$ cat src/rtl/dest_addr_collect_pkg.sv
// Shared definitions for the destination-address collector: nibble count
// encodings and the selector pattern each count position expects.
package dest_addr_collect_pkg;

  localparam int NIB_W_DEF = 4;

  typedef enum logic [1:0] {
    C0 = 2'd0,
    C1 = 2'd1,
    C2 = 2'd2
  } cntState_t;

  // Selector patterns packed as {S2,S1,S0}
  localparam logic [2:0] SEL_S2 = 3'b100;
  localparam logic [2:0] SEL_S0 = 3'b001;
  localparam logic [2:0] SEL_S1 = 3'b010;

  function automatic logic [2:0] expectedSel(input cntState_t count);
    case (count)
      C0:      expectedSel = SEL_S2;
      C1:      expectedSel = SEL_S0;
      C2:      expectedSel = SEL_S1;
      default: expectedSel = 3'b000;
    endcase
  endfunction

endpackage

$ cat src/rtl/dest_addr_collect_sel_check.sv
// Combinational selector checker: a strobe is accepted only when the select
// is one-hot and matches the position the nibble count is waiting for.
module dest_addr_collect_sel_check
  import dest_addr_collect_pkg::*;
(
  input  logic      ldd,
  input  logic [2:0] sel,
  input  cntState_t count,
  output logic      accept,
  output logic      seqErr
);

  logic [2:0] wantSel;
  logic       oneHot;

  always_comb begin
    wantSel = expectedSel(count);
    oneHot  = $onehot(sel);
    accept  = ldd && oneHot && (sel == wantSel);
    seqErr  = ldd && !accept;
  end

endmodule

$ cat src/rtl/dest_addr_collect.sv
// Collects three selector-strobed nibbles into a destination word and
// publishes it with a VALID/TAKE handshake; sticky sequence/overrun flags.
module dest_addr_collect
  import dest_addr_collect_pkg::*;
#(
  parameter int NIB_W = NIB_W_DEF
) (
  input  logic               CLK,
  input  logic               RST,
  input  logic               LDD,
  input  logic               S0,
  input  logic               S1,
  input  logic               S2,
  input  logic [NIB_W-1:0]   DIN,
  input  logic               TAKE,
  output logic [3*NIB_W-1:0] ADDR,
  output logic               VALID,
  output logic               BUSY,
  output logic               SEQERR,
  output logic               OVR
);

  cntState_t          count, countNext;
  logic [NIB_W-1:0]   workLow, workLowNext;
  logic [NIB_W-1:0]   workMid, workMidNext;
  logic [3*NIB_W-1:0] addrReg, addrNext;
  logic               validReg, validNext;
  logic               busyReg;
  logic               seqErrReg, seqErrNext;
  logic               ovrReg, ovrNext;
  logic               accept, badSel;

  dest_addr_collect_sel_check selCheck (
    .ldd    (LDD),
    .sel    ({S2, S1, S0}),
    .count  (count),
    .accept (accept),
    .seqErr (badSel)
  );

  always_ff @(posedge CLK or posedge RST) begin
    if (RST) begin
      count     <= C0;
      workLow   <= '0;
      workMid   <= '0;
      addrReg   <= '0;
      validReg  <= 1'b0;
      busyReg   <= 1'b0;
      seqErrReg <= 1'b0;
      ovrReg    <= 1'b0;
    end else begin
      count     <= countNext;
      workLow   <= workLowNext;
      workMid   <= workMidNext;
      addrReg   <= addrNext;
      validReg  <= validNext;
      busyReg   <= (countNext != C0);
      seqErrReg <= seqErrNext;
      ovrReg    <= ovrNext;
    end
  end

  // The final nibble publishes only if the previous word is gone or leaving
  // this cycle; otherwise it is dropped and the count parks in C2 for a retry.
  always_comb begin
    countNext   = count;
    workLowNext = workLow;
    workMidNext = workMid;
    addrNext    = addrReg;
    validNext   = validReg;
    seqErrNext  = seqErrReg || badSel;
    ovrNext     = ovrReg;

    if (TAKE && validReg) validNext = 1'b0;

    if (accept) begin
      case (count)
        C0: begin
          workLowNext = DIN;
          countNext   = C1;
        end
        C1: begin
          workMidNext = DIN;
          countNext   = C2;
        end
        C2: begin
          if (!validReg || TAKE) begin
            addrNext  = {DIN, workMid, workLow};
            validNext = 1'b1;
            countNext = C0;
          end else begin
            ovrNext = 1'b1;
          end
        end
        default: countNext = C0;
      endcase
    end
  end

  assign ADDR   = addrReg;
  assign VALID  = validReg;
  assign BUSY   = busyReg;
  assign SEQERR = seqErrReg;
  assign OVR    = ovrReg;

endmodule
$ cat config.mk
export PLATFORM = sky130hd
export DESIGN_NAME = dest_addr_collect
export DESIGN_NICKNAME = d
export VERILOG_FILES = /design/src/rtl/dest_addr_collect_pkg.sv /design/src/rtl/dest_addr_collect_sel_check.sv /design/src/rtl/dest_addr_collect.sv
export SDC_FILE = /design/constraint.sdc
export NUM_CORES = 1
export LEC_CHECK = 0
export ABC_AREA = 1
export CELL_PAD_IN_SITES_DETAIL_PLACEMENT = 0
export CELL_PAD_IN_SITES_GLOBAL_PLACEMENT = 1
export CORE_UTILIZATION = 37
export CTS_BUF_LIST = sky130_fd_sc_hd__clkbuf_16
export DETAILED_ROUTE_END_ITERATION = 6
export HOLD_SLACK_MARGIN = 0.1
export PLACE_DENSITY_LB_ADDON = 0.1
export SLEW_MARGIN = 0
export SYNTH_ARGS = -nofsm -noshare
export SYNTH_HDL_FRONTEND = slang
export SYNTH_SLANG_ARGS = --single-unit
$ cat constraint.sdc
create_clock -name CLK -period 1.7 [get_ports CLK]
set_clock_uncertainty 0.05 [all_clocks]
set_input_delay 0.255 -clock CLK [delete_from_list [all_inputs] [get_ports CLK]]
set_output_delay 0.255 -clock CLK [all_outputs]
set_load 0.02 [all_outputs]
# Word-level counts from Yosys, hierarchy flattened
# Cells that the tools add are included.
[totals] input_bits=11 word_cells=37 out_inout_bits=16 ff_bits=26
[classes] n_addsub=2 n_eq_ne=4 bitwise=1 reduce_logical=14 muxes=8
[op_table] operator="3-bit one-hot mux with 3 select lines" n=1
[op_table] operator="2-bit one-hot mux with 3 select lines" n=1
[op_table] operator="3-bit AND reduction" n=2
[op_table] operator="2-bit by 1-bit == test with 1-bit output, second input constant" n=2
[op_table] operator="1-bit logical AND" n=4
[op_table] operator="1-bit two-way mux" n=4
[op_table] operator="2-bit two-way mux" n=2
[op_table] operator="2-bit AND reduction" n=2
[op_table] operator="3-bit == test" n=1
[op_table] operator="1-bit by 1-bit adder with 2-bit output" n=1
[op_table] operator="2-bit by 1-bit adder with 2-bit output" n=1
[op_table] operator="2-bit == test, second input constant" n=1
[op_table] operator="1-bit zero test" n=2
[op_table] operator="2-bit zero test" n=1
[op_table] operator="1-bit logical OR" n=2
[op_table] operator="2-bit nonzero test" n=1
[op_table] operator="1-bit NOT" n=1

# Logic depth before layout (Yosys ltp)
[depth] depth_word=8 mapped_depth=12 mapped_depth_nobuf=12

# Modules after synthesis
# A second synthesis with hierarchy kept.
[hier_totals] cells_unflattened=137 area_unflattened_um2=1146.1
[modules_own_cells] module="dest_addr_collect" n_inst=1 seq_area_each_um2=650.6 area_per_inst_um2=1033.5 cells_per_inst=113
[modules_own_cells] module="dest_addr_collect_sel_check" n_inst=1 seq_area_each_um2=0.0 area_per_inst_um2=112.6 cells_per_inst=24

# Worst setup path after synthesis
# No wires, ideal clock.
[synth_path] kind="input port to flip-flop" start="in S1" end="reg addrReg[7] (netlist: ADDR[7])" arrival_ns=1.509 path_stages=11 setup_slack_ns=0.022 cell_sequence="inv_1 > fa_1 > inv_1 > nand3_1 > inv_1 > nand2_2 > nor2_8 > nand4_4 > buf_6 > nand2_1 > nand2_1"
[synth_via] elab_chain_cells=6 word_cells_on_any_way=7
[synth_lines] element="start: declaration" line="dest_addr_collect.sv:12" rtl="input logic S1,"
[synth_lines] element="1-bit by 1-bit adder with 2-bit output (not written as such)" line="dest_addr_collect_sel_check.sv:18" rtl="oneHot = $onehot(sel);"
[synth_lines] element="2-bit by 1-bit adder with 2-bit output (not written as such)" line="dest_addr_collect_sel_check.sv:18"
[synth_lines] element="2-bit by 1-bit == test with 1-bit output" line="dest_addr_collect_sel_check.sv:18"
[synth_lines] element="1-bit logical AND" line="dest_addr_collect_sel_check.sv:19" rtl="accept = ldd && oneHot && (sel == wantSel);"
[synth_lines] element="1-bit logical AND *" line="dest_addr_collect_sel_check.sv:19"
[synth_lines] element="3-bit AND reduction (no source line) *"
[synth_lines] element="end signal: assignment" line="dest_addr_collect.sv:55" rtl="addrReg <= addrNext;"
[synth_lines] element="end: declaration" line="dest_addr_collect.sv:26" rtl="logic [3*NIB_W-1:0] addrReg, addrNext;"
# Mark *: on every way between the ends. The rest lies on a longest branch, timed or not.
# A chain may end at the register's enable or synchronous reset.

# Worst setup path after layout
[layout_path] start="in S0" end="reg ovrReg (netlist: OVR)"
[layout_via] elab_chain_cells=6 word_cells_on_any_way=7
[layout_lines] element="start: declaration" line="dest_addr_collect.sv:11" rtl="input logic S0,"
[layout_lines] element="1-bit by 1-bit adder with 2-bit output (not written as such)" line="dest_addr_collect_sel_check.sv:18"
[layout_lines] element="2-bit by 1-bit adder with 2-bit output (not written as such)" line="dest_addr_collect_sel_check.sv:18"
[layout_lines] element="2-bit by 1-bit == test with 1-bit output" line="dest_addr_collect_sel_check.sv:18"
[layout_lines] element="1-bit logical AND" line="dest_addr_collect_sel_check.sv:19"
[layout_lines] element="1-bit logical AND *" line="dest_addr_collect_sel_check.sv:19"
[layout_lines] element="3-bit AND reduction (no source line) *"
[layout_lines] element="end signal: assignment" line="dest_addr_collect.sv:59" rtl="ovrReg <= ovrNext;"
[layout_lines] element="end: declaration" line="dest_addr_collect.sv:30" rtl="logic ovrReg, ovrNext;"
# Marks and branches as above.

==> reports/qor.txt <==
filler cell count: 322
Largest delay share family, worst path: adder cells
Final #Nets: 194
Leak Pwr: 0.000932 uW
CP dominant cell by count: inv_2
Setup CP Type: in2reg
pwr/cell area: 1220 nW/um^2
final WL: 2850 um
worst skew pair latency: 260 ps
#FFs+latches synth: 26
Rel. slew slack: 78.0%
crit path DAT: 1740 ps
drt first pass iters: 4
site row count: 21
initial drt markers: 38
CP Cell Sequence: buf_2 -> inv_2 -> fa_1 -> inv_2 -> nand3_2 -> buf_4 -> nor2_2 -> nand2_2 -> nor2_4 -> buf_12 -> nand2_1 -> o21bai_1
die area: 3720 um^2
Finished Layout Cells: 227
WL/cell: 12.6 um
htree depth: 1
Mapped Cells: 142
CP peak stage delay: 480 ps
Max Cap Violations: 0
Ports: 27
Final Hold Fails: 0
Avg Cell Area, Syn: 9.07 um^2
CP Launch Type: input port
Syn. warnings: 0
fmax: 0.626 GHz
Slew Viols, Final: 0
share of cells above drive strength 1: 25.4%
critical path peak fanout: 13
Sink Count: 26
total track usage: 18.2%
grt ovf: 0
CTS Hold Bufs: 0
status: complete, no violations
most frequent cells in the layout: 54 x nand2_1, 26 x dfrtp_1, 23 x clkdlybuf4s50_1, 12 x nand4_1, 10 x buf_4
Die Y: 61.0 um
Unique masters post-synth: 22
Initial Utilization: 38.6%
cts bufs inserted: 3
Placed Cells: 220
VDD IR-drop max: 0.764 mV
vias in the first global route: 1,024
synthesized area: 1290 um^2
antenna-violating nets left: 0
Die Span X: 61.0 um
Buf/Inv on CP: 5
critical path's slowest cell: fa_1
Via Count: 1,072
unrepaired setup endpoints after global routing: false
CTS clk-pin slew, worst paths: 70 ps
slew at the pin closest to its max-slew limit: 331 ps
Core Area: 3340 um^2
Critical Path End Type: flop
Final HPWL DP: 1990 um
Hold Crit Class: in2async
Final Wtd Congestion: 0.861
DRC viols: 0
period utilization: 94.0%
initial antenna violation count: 0
largest net degree at the start of global routing: 27
maximum buffer depth of the clock tree: 2
antenna fix cells: 0
first-pass GRT wire length: 4910 um
final core utilization: 53.8%
CTS root buf: clkbuf_16
post-synthesis sequential area ratio: 50.5%
P&R area growth vs syn: 39.5%
fin crit period: 1600 ps
drt via density: 4.72
CTS tree: built
final setup violation count: 0
commonest non-fill, non-tap cell in the layout: nand2_1
CP required: 1840 ps
net count of the mapped netlist: 154
# port buffers: 26
-- synthesized netlist by cell type --
cell type  count  area, um^2
clkbuf_1       1        3.75
dfrtp_1       26         651
nor2_4         2        22.5
inv_2          4        15.0
o21ai_1        5        25.0
o21bai_1       1        7.51
a21o_1         1        7.51
nand3b_4       1        20.0
nor2_8         1        20.0
nor2_1         2        7.51
nand4_4        1        21.3
inv_1         10        37.5
buf_6          2        22.5
nand2_2        6        37.5
nand4_1       12        75.1
nand2_1       55         206
nand2_4        5        56.3
fa_1           1        20.0
nand3_1        3        15.0
o21ai_0        1        5.00
nor2_2         1        6.26
buf_2          1        5.00
-- timing repair --
action                     CTS  global route
hold endpoints to repair     0             0
setup endpoints to repair   26            24
gates resized for setup     16             4
gates cloned                 1             0
setup buffers                2             0
pin swaps                    6             7
-- flip-flops by register name, summed over array words and instances, names as in the netlist --
| register | count |
|---|---|
| BUSY | 1 |
| workLow | 4 |
| workMid | 4 |
| ADDR | 12 |
| SEQERR | 1 |
| OVR | 1 |
| VALID | 1 |
| count | 2 |
-- worst min-delay path, stage by stage --
cell,delay [ps]
clkdlybuf4s50_1,400
inv_1,50
buf_4,310
-- layout make-up --
cell class	count	area (um^2)	share of cell area, %
tap	46	57.6	3.21
sequential	26	651	36.2
clock inverter	1	3.75	0.209
timing repair buffer	38	360	20.1
multi-input combinational	99	596	33.2
inverter	14	52.6	2.93
clock buffer	3	75.1	4.18
-- logic make-up after synthesis --
family | after synthesis | synth area share, %
and+or+nand+nor | 89 | 37.9
DFF | 26 | 50.5
buffers and inverters | 18 | 6.51
AOI/OAI and AO/OA | 8 | 3.50
adders and majority gates | 1 | 1.55
-- metrics by stage --
step	total power, uW	hold slack, ps	TNS (ps)	cell area, um^2	setup WS, ps
6_report	2200	311	0	1800	103
3_5_place_dp	1650	397	-14020	1670	-602
3_3_place_gp	1630	389	-12890	1670	-547
4_1_cts	2220	334	0	1800	6.99
2_1_floorplan	1360	245	0	1290	21.7
5_1_grt	2330	364	0	1800	1.07
-- power breakdown --
group | switching (uW) | leakage (uW) | internal [uW]
clock network | 214 | 0.0000385 | 315
logic | 474 | 0.000547 | 326
registers | 99.1 | 0.000347 | 771
-- routing by layer --
metal  global-route usage [%]  vias to the layer above  part of all wire (%)
met5                        0                        -                     0
met4                     4.87                        0                   1.1
met3                     2.77                        4                   2.4
met2                     27.9                       22                    43
met1                     26.8                      509                    54
li1                         -                      537                     -
-- worst paths after layout --
path | from | end | slack, ps | depth (start not counted)
max | S0 | OVR$_DFFE_PP0P_ | 100 | 12
min | RST | SEQERR$_DFF_PP0_ | 310 | 3
max reg2reg | count[0]$_DFF_PP0_ | ADDR[9]$_DFFE_PP0P_ | 140 | 8
min reg2reg | SEQERR$_DFF_PP0_ | SEQERR$_DFF_PP0_ | 410 | 1
max in group asynchronous | RST | workLow[0]$_DFFE_PP0P_ | 1040 | 3
min in group CLK | SEQERR$_DFF_PP0_ | SEQERR$_DFF_PP0_ | 410 | 1
Power figures use the tool's default switching activity.
